### config.mk
export PLATFORM = sky130hd
export DESIGN_NAME = mc_control_unit
export DESIGN_NICKNAME = d
export VERILOG_FILES = /design/src/rtl/mc_control_unit.sv
export SDC_FILE = /design/constraint.sdc
export NUM_CORES = 1
export LEC_CHECK = 0
export BUFFER_PORTS_ARGS = -buffer_cell sky130_fd_sc_hd__buf_4
export CAP_MARGIN = 10
export CORE_ASPECT_RATIO = 1.2
export CORE_UTILIZATION = 45
export CTS_CLUSTER_DIAMETER = 150
export DETAILED_ROUTE_END_ITERATION = 6
export MAX_ROUTING_LAYER = met4
export PLACE_DENSITY = 0.8
export SYNTH_ARGS = -nofsm -noshare
export SYNTH_HDL_FRONTEND = slang
export SYNTH_SLANG_ARGS = --single-unit
### constraint.sdc
create_clock -name CLK -period 1.55 [get_ports CLK]
set_clock_uncertainty 0.15 [all_clocks]
set_input_delay 0 -clock CLK [delete_from_list [all_inputs] [get_ports CLK]]
set_output_delay 0 -clock CLK [all_outputs]
set_load 0.02 [all_outputs]
### src/rtl/mc_control_unit.sv
// Multicycle MIPS control unit: sequences each instruction through FETCH/DECODE/EXEC/MEM/WB,
// waits on the imem/dmem hit handshakes, traps signed overflow, and can time out stalled accesses.
module mc_control_unit #(
  parameter int ALU_OP_W    = 4,
  parameter bit HALT_ON_OVF = 1'b1,
  parameter int WAIT_LIMIT  = 0
) (
  input  logic                CLK,
  input  logic                nRST,
  input  logic [5:0]          opcode,
  input  logic [5:0]          funct,
  input  logic                ihit,
  input  logic                dhit,
  input  logic                zero,
  input  logic                overflow,
  output logic                imemREN,
  output logic                dmemREN,
  output logic                dmemWEN,
  output logic                ir_wen,
  output logic                pc_wen,
  output logic [1:0]          pc_src,
  output logic                reg_wen,
  output logic [1:0]          reg_dst,
  output logic [1:0]          memtoreg,
  output logic [1:0]          alu_srcb,
  output logic                ext_src,
  output logic [ALU_OP_W-1:0] alu_op,
  output logic                halt,
  output logic                err,
  output logic [2:0]          state_o
);
  // ALU encodings (cpu_types_pkg aluop_t order)
  localparam logic [ALU_OP_W-1:0] ALU_SLL  = ALU_OP_W'(0);
  localparam logic [ALU_OP_W-1:0] ALU_SRL  = ALU_OP_W'(1);
  localparam logic [ALU_OP_W-1:0] ALU_ADD  = ALU_OP_W'(2);
  localparam logic [ALU_OP_W-1:0] ALU_SUB  = ALU_OP_W'(3);
  localparam logic [ALU_OP_W-1:0] ALU_AND  = ALU_OP_W'(4);
  localparam logic [ALU_OP_W-1:0] ALU_OR   = ALU_OP_W'(5);
  localparam logic [ALU_OP_W-1:0] ALU_XOR  = ALU_OP_W'(6);
  localparam logic [ALU_OP_W-1:0] ALU_NOR  = ALU_OP_W'(7);
  localparam logic [ALU_OP_W-1:0] ALU_SLT  = ALU_OP_W'(8);
  localparam logic [ALU_OP_W-1:0] ALU_SLTU = ALU_OP_W'(9);

  localparam logic [5:0] OP_RTYPE = 6'b000000, OP_J    = 6'b000010, OP_JAL   = 6'b000011;
  localparam logic [5:0] OP_BEQ   = 6'b000100, OP_BNE  = 6'b000101, OP_ADDI  = 6'b001000;
  localparam logic [5:0] OP_ADDIU = 6'b001001, OP_SLTI = 6'b001010, OP_SLTIU = 6'b001011;
  localparam logic [5:0] OP_ANDI  = 6'b001100, OP_ORI  = 6'b001101, OP_XORI  = 6'b001110;
  localparam logic [5:0] OP_LUI   = 6'b001111, OP_LW   = 6'b100011, OP_SW    = 6'b101011;
  localparam logic [5:0] OP_HALT  = 6'b111111;

  localparam logic [5:0] F_SLL = 6'b000000, F_SRL  = 6'b000010, F_JR   = 6'b001000;
  localparam logic [5:0] F_ADD = 6'b100000, F_ADDU = 6'b100001, F_SUB  = 6'b100010;
  localparam logic [5:0] F_SUBU = 6'b100011, F_AND = 6'b100100, F_OR   = 6'b100101;
  localparam logic [5:0] F_XOR = 6'b100110, F_NOR  = 6'b100111, F_SLT  = 6'b101010;
  localparam logic [5:0] F_SLTU = 6'b101011;

  localparam int CNT_W = (WAIT_LIMIT > 0) ? $clog2(WAIT_LIMIT + 1) : 1;

  typedef enum logic [2:0] {
    FETCH = 3'd0, DECODE = 3'd1, EXEC = 3'd2, MEM = 3'd3, WB = 3'd4, HALTED = 3'd5
  } state_t;

  state_t               state, next_state;
  logic [CNT_W-1:0]     cnt;
  logic [ALU_OP_W-1:0]  d_op;
  logic [1:0]           d_srcb;
  logic                 d_ext, r_alu, r_jr, i_alu, ovf_op;
  logic                 is_lw, is_sw, is_lui, stall, timeout;

  assign is_lw   = (opcode == OP_LW);
  assign is_sw   = (opcode == OP_SW);
  assign is_lui  = (opcode == OP_LUI);
  assign state_o = state;

  // A stall cycle that would bring the counter up to the limit is a timeout; a hit always wins.
  assign stall   = ((state == FETCH) && !ihit) || ((state == MEM) && !dhit);
  assign timeout = stall && (WAIT_LIMIT > 0) && (int'(cnt) + 1 >= WAIT_LIMIT);

  // Instruction decode into ALU controls and instruction classes
  always_comb begin
    d_op = ALU_SLL; d_srcb = 2'b00; d_ext = 1'b0;
    r_alu = 1'b0; r_jr = 1'b0; i_alu = 1'b0; ovf_op = 1'b0;
    if (opcode == OP_RTYPE) begin
      r_alu = 1'b1;
      case (funct)
        F_SLL:  begin d_op = ALU_SLL; d_srcb = 2'b10; end
        F_SRL:  begin d_op = ALU_SRL; d_srcb = 2'b10; end
        F_ADD:  begin d_op = ALU_ADD; ovf_op = 1'b1; end
        F_ADDU: d_op = ALU_ADD;
        F_SUB:  begin d_op = ALU_SUB; ovf_op = 1'b1; end
        F_SUBU: d_op = ALU_SUB;
        F_AND:  d_op = ALU_AND;
        F_OR:   d_op = ALU_OR;
        F_XOR:  d_op = ALU_XOR;
        F_NOR:  d_op = ALU_NOR;
        F_SLT:  d_op = ALU_SLT;
        F_SLTU: d_op = ALU_SLTU;
        F_JR:   begin r_alu = 1'b0; r_jr = 1'b1; end
        default: r_alu = 1'b0;
      endcase
    end else begin
      case (opcode)
        OP_ADDI:  begin i_alu = 1'b1; d_op = ALU_ADD;  d_srcb = 2'b01; d_ext = 1'b1; ovf_op = 1'b1; end
        OP_ADDIU: begin i_alu = 1'b1; d_op = ALU_ADD;  d_srcb = 2'b01; d_ext = 1'b1; end
        OP_SLTI:  begin i_alu = 1'b1; d_op = ALU_SLT;  d_srcb = 2'b01; d_ext = 1'b1; end
        OP_SLTIU: begin i_alu = 1'b1; d_op = ALU_SLTU; d_srcb = 2'b01; d_ext = 1'b1; end
        OP_ANDI:  begin i_alu = 1'b1; d_op = ALU_AND;  d_srcb = 2'b01; end
        OP_ORI:   begin i_alu = 1'b1; d_op = ALU_OR;   d_srcb = 2'b01; end
        OP_XORI:  begin i_alu = 1'b1; d_op = ALU_XOR;  d_srcb = 2'b01; end
        OP_LW, OP_SW: begin d_op = ALU_ADD; d_srcb = 2'b01; d_ext = 1'b1; end
        OP_BEQ, OP_BNE: d_op = ALU_SUB;
        default: ;
      endcase
    end
  end

  // Per-state datapath controls and next-state selection
  always_comb begin
    imemREN = 1'b0; dmemREN = 1'b0; dmemWEN = 1'b0; ir_wen = 1'b0; pc_wen = 1'b0;
    pc_src = 2'b00; reg_wen = 1'b0; reg_dst = 2'b00; memtoreg = 2'b00;
    alu_srcb = 2'b00; ext_src = 1'b0; alu_op = ALU_SLL;
    next_state = state;
    case (state)
      FETCH: begin
        imemREN = 1'b1;
        if (ihit) begin
          ir_wen = 1'b1; pc_wen = 1'b1; next_state = DECODE;
        end else if (timeout) next_state = HALTED;
      end
      DECODE: next_state = (opcode == OP_HALT) ? HALTED : EXEC;
      EXEC: begin
        alu_op = d_op; alu_srcb = d_srcb; ext_src = d_ext;
        next_state = FETCH;
        if (r_alu || i_alu || is_lui)
          next_state = (HALT_ON_OVF && ovf_op && overflow) ? HALTED : WB;
        if (is_lw || is_sw) next_state = MEM;
        if (r_jr) begin pc_wen = 1'b1; pc_src = 2'b11; end
        if (opcode == OP_J) begin pc_wen = 1'b1; pc_src = 2'b10; end
        if (opcode == OP_JAL) begin
          pc_wen = 1'b1; pc_src = 2'b10; reg_wen = 1'b1; reg_dst = 2'b10; memtoreg = 2'b10;
        end
        if (((opcode == OP_BEQ) && zero) || ((opcode == OP_BNE) && !zero)) begin
          pc_wen = 1'b1; pc_src = 2'b01;
        end
      end
      MEM: begin
        alu_op = d_op; alu_srcb = d_srcb; ext_src = d_ext;
        dmemREN = is_lw; dmemWEN = is_sw;
        if (dhit) next_state = is_lw ? WB : FETCH;
        else if (timeout) next_state = HALTED;
      end
      WB: begin
        alu_op = d_op; alu_srcb = d_srcb; ext_src = d_ext;
        reg_wen = 1'b1;
        reg_dst = r_alu ? 2'b01 : 2'b00;
        memtoreg = is_lw ? 2'b01 : (is_lui ? 2'b11 : 2'b00);
        next_state = FETCH;
      end
      HALTED: next_state = HALTED;
      default: next_state = FETCH;
    endcase
  end

  // State, sticky halt/err and the stall counter (cleared on any state change or hit)
  always_ff @(posedge CLK or negedge nRST) begin
    if (!nRST) begin
      state <= FETCH; halt <= 1'b0; err <= 1'b0; cnt <= '0;
    end else begin
      state <= next_state;
      if (next_state == HALTED) halt <= 1'b1;
      if (timeout) err <= 1'b1;
      if ((next_state != state) || !stall) cnt <= '0;
      else if ((WAIT_LIMIT > 0) && (int'(cnt) < WAIT_LIMIT)) cnt <= cnt + CNT_W'(1);
    end
  end
endmodule
* Word-level counts from Yosys, hierarchy flattened
Cells that the tools add are included.
W data, S select, Z words.
** Word-level totals
- Output and inout bits :: 24
- Flip-flop bits (word level) :: 4
- Bits of input ports :: 18
- Word-level logic and storage cells :: 108
** Operators by class
- Multiplexer cells :: 51
- Equal/unequal tests :: 33
- Reduce and logical (&&, ||, !) cells :: 22
** Operators by type and width (number)
- $eq A6 B6 Y1 const B :: 13
- $eq A6 B4 Y1 const B :: 9
- $pmux W4 S9 :: 1
- $pmux W4 S7 :: 1
- $mux W1 :: 25
- $mux W2 :: 11
- $eq A6 B2 Y1 const B :: 3
- $mux W3 :: 6
- $pmux W3 S5 :: 1
- $eq A6 B3 Y1 const B :: 2
- $logic_not A6 Y1 :: 2
- $reduce_or A12 Y1 :: 1
- $reduce_or A2 Y1 :: 5
- $eq A3 B3 Y1 const B :: 3
- $reduce_or A9 Y1 :: 1
- $mux W4 :: 2
- $pmux W2 S2 :: 2
- $reduce_or A7 Y1 :: 1
- $eq A3 B2 Y1 const B :: 2
- $reduce_or A6 Y1 :: 1
- $logic_or A1 B1 Y1 :: 4
- $pmux W1 S2 :: 2
- $reduce_or A4 Y1 :: 1
- $eq A3 B1 Y1 const B :: 1
- other kinds (4) :: 6

* Depth between registers and ports, before layout
- Depth after elaboration :: 10
- Depth in mapped cells :: 6
- Mapped depth without buffers :: 4

* Least setup slack after synthesis
Ideal clock, no wire load.
- Path type :: register to register
- Start :: register state[2], in the netlist state_o[2]
- End :: register state[2], in the netlist state_o[2]
- Period minus slack after synthesis :: 1958 ps
- Path buffers :: 1
- Arrival :: 1707 ps
- Library setup time :: 101 ps
- Cell stages (with the launch flop) :: 6
- Data required time :: 1299 ps
- Setup slack :: -408 ps
- Path through :: dfrtp_1 > buf_2 > nand3b_1 > nor4_1 > nand2_1 > o311ai_2
** On the way
- Word-level cells in the longest chain between the ends :: 2
- Elaborated cells between the ends (all ways) :: 8
- Classes of those cells :: eq/ne (4); mux (3); reduce/logical (1)
** Ends and longest elaborated chain
- start, declared :: RTL line 63 : state_t state, next_state;
- start signal, assigned :: RTL line 169 : state <= next_state;
- $eq A3 B3 Y1, or another cell as far along :: RTL line 123 : case (state)
- $pmux W3 S5 * :: RTL line 123
- via next_state[2] :: RTL line 63
Mark *: on every way through the listed nets, which the timed path passes. The rest lies on a longest branch.
A chain may end at the register's enable or synchronous reset.

* Worst setup path after layout
- Start :: register state[1], in the netlist state_o[1]
- End :: output pc_wen
** On the way
- Word-level cells in the longest chain between the ends :: 2
- Elaborated cells between the ends (all ways) :: 3
- Classes of those cells :: eq/ne (1); mux (1); reduce/logical (1)
** Ends and longest elaborated chain
- $eq A3 B2 Y1 or $logic_not A3 Y1 (tied branches) :: RTL line 123
- $pmux W1 S2 * :: RTL line 123
- end, declared :: RTL line 20 : output logic pc_wen,
Mark *: on every way between the ends. The rest lies on a longest branch, timed or not.

==> flow_summary.ini <==
[status]
status = complete, but fails checks
violations = setup timing

[yosys]
yosysWarnings = 0
syn_inst = 120
yosysSeqAreaShare = 0.123
synth_nets = 138
syn_avg_cell_area_um2 = 6.79
ys_types = 46
synthFlopType = dfrtp_1
netlist_area_um2 = 815
ys_ff_latch = 4
synthArstFlopShare = 1.00
synth-edff-count = 0

[clock_tree]
htree_levels = 1
clk_path_buf_depth = 2
cts_buffers = 3
root_buffer = clkbuf_4
cts_tree = done
cts.clk_slew.worst_paths_ns = 0.04
cts.sinks = 4
clock_latency_ns = 0.24

[worst_hold_path]
worstHoldPathCells = 4
holdCritPathClass = input pin to flip-flop

[detailed_routing]
routedWlPerCell_um = 16.8
antenna_left = 0
first_pass_iters = 4
drt_iter0_drc = 35
post-route-drc-count = 0
num_vias = 1139
drt-total-wl_mm = 3.14
vias_per_cell = 6.09

[critical_path]
regToRegSetupSlack_ns = 0.06
critPathArrivalTime_ns = 1.51
cp-start-kind = flip-flop
crit_end = pc_wen
critPathLaunch = state_o[1]
crit_fanout = 5
critPathRequiredTime_ns = 1.40
ff2ff_path_depth = 6
crit_type = flip-flop to primary output
r2r-start = state_o[1]
r2r-end = state_o[0]
crit_path_end_kind = primary output

[floorplanning]
start_util = 0.490
core_area_um2 = 1660
top_level_ports = 42
rows = 16
dieHeight_um = 48.6
dieArea_um2 = 1990
dieWidth_um = 40.8

[place]
preCtsSetupSlack_ns = 0.0280
dp_cells = 171
gp_congestion = 0.919
port-buffer-count = 40
post-dp-hpwl_mm = 2.01

[finish]
fillers = 93
area_growth_pct = 74.3
fin_util = 0.855
fin_nets = 188
n_antenna_cell = 0
final_cell_mix = 44 x buf_4, 11 x nor2_1, 10 x nand2_1, 8 x buf_6, 7 x a21oi_1
layout_commonest_cell = buf_4
drive_gt1_frac = 0.521
layout.cells.non_filler = 187

[grt]
grt_pass1_vias = 1013
antenna_found_initial = 0
grt_util_all_layers = 0.305
grt_max_degree = 17
grt_pass1_wl_mm = 4.24
grt_overflow = 0

[timing]
hold_violations = 0
slew_violations = 0
tns_ns = -0.372
finalCritPeriodShare = 1.07
max_freq_mhz = 602
min_period_ns = 1.66
finalHoldWorstSlack_ns = 0.0925
worst_slack_ns = -0.111
rsz0062_at_grt = true
finalSetupViolations = 7

[power_and_ir_drop]
p_leak_nw = 0.572
vdd_drop_max_v = 0.000204
pwr_density_cell_nw_per_um2 = 285

[job]
max_cap_viol_count = 0
-- cells by family (layout without fill, tap and decap cells) --
| group | Yosys count | in the layout | share of synthesized area |
|---|---|---|---|
| and+or+nand+nor | 67 | 67 | 0.484 |
| buffers and inverters | 16 | 65 | 0.120 |
| AOI/OAI and AO/OA | 30 | 30 | 0.247 |
| xor gates and xnor gates | 2 | 2 | 0.0215 |
| DFF | 4 | 4 | 0.123 |
| other | 1 | 1 | 0.00460 |
-- critical path: stages (launching register included) --
cell     delay, ns
dfrtp_2       0.42
nor2b_4       0.15
nand2_2       0.13
a21oi_2       0.05
or3_4         0.35
buf_4         0.16
-- state kept, by name, summed over array words and instances (netlist names) --
register  count
halt          1
state_o       3
-- per-layer routing --
layer / track usage / wire (um) / up-vias
met2: 0.568 / 1710 / 60
met4: 0.0889 / 124 / 0
met5: - / 0 / -
li1: - / - / 540
met1: 0.295 / 1100 / 527
met3: 0.0367 / 207 / 12
-- per-stage QoR --
| step | instance area [um^2] | total power [mW] |
|---|---|---|
| detailed placement | 1170 | 0.244 |
| finish | 1420 | 0.405 |
| global placement | 1170 | 0.241 |
| floorplan | 908 | 0.195 |
| CTS | 1330 | 0.392 |
| global route | 1420 | 0.422 |
-- cell usage after synthesis, drive strengths merged, types with 2 or more instances --
cell type	n	share of area
a21boi	2	0.018
buf	11	0.097
nand2	15	0.069
a21o	2	0.018
o22ai	2	0.015
o21ai	5	0.031
o31ai	2	0.018
dfrtp	4	0.12
nand3b	5	0.046
or2	2	0.015
nand2b	2	0.015
inv	5	0.023
nor3	6	0.037
nand4	2	0.015
nor2	13	0.060
and3	2	0.015
a21oi	9	0.055
nor2b	2	0.018
nand4b	3	0.051
nor4	6	0.065
nand3	3	0.018
-- layout make-up --
cell class / count / area [um^2] / share of cell area
Tap cell: 18 / 22.5 / 0.0159
Sequential cell: 4 / 104 / 0.0731
Timing Repair Buffer: 56 / 460 / 0.324
Clock buffer: 4 / 26.3 / 0.0185
Inverter: 5 / 18.8 / 0.0132
Multi-Input combinational cell: 100 / 788 / 0.555
-- worst min-delay path by stage --
stage               startpoint         end  slack, ns
global route              ihit  state_o[0]       0.11
CTS                   overflow        halt      0.009
global placement          nRST        halt      -0.35
detailed placement        nRST        halt      -0.35
finish                funct[4]        halt       0.09
floorplan                 nRST        halt      -0.45
-- power breakdown --
part	total [mW]	internal [mW]	switching, mW
sequential	0.105	0.105	0
combinational	0.158	0.0646	0.0934
clock	0.142	0.0967	0.0448
-- timing repair --
action / 4_1_cts / 5_1_grt
setup endpoints to repair: 9 / 15
hold buffers: 3 / 1
setup buffers: 9 / 0
endpoints found under the hold margin: 6 / 2
gates cloned: 0 / 0
pin swaps: 10 / 7
resized for setup: 12 / 15
Power figures use the tool's default switching activity.
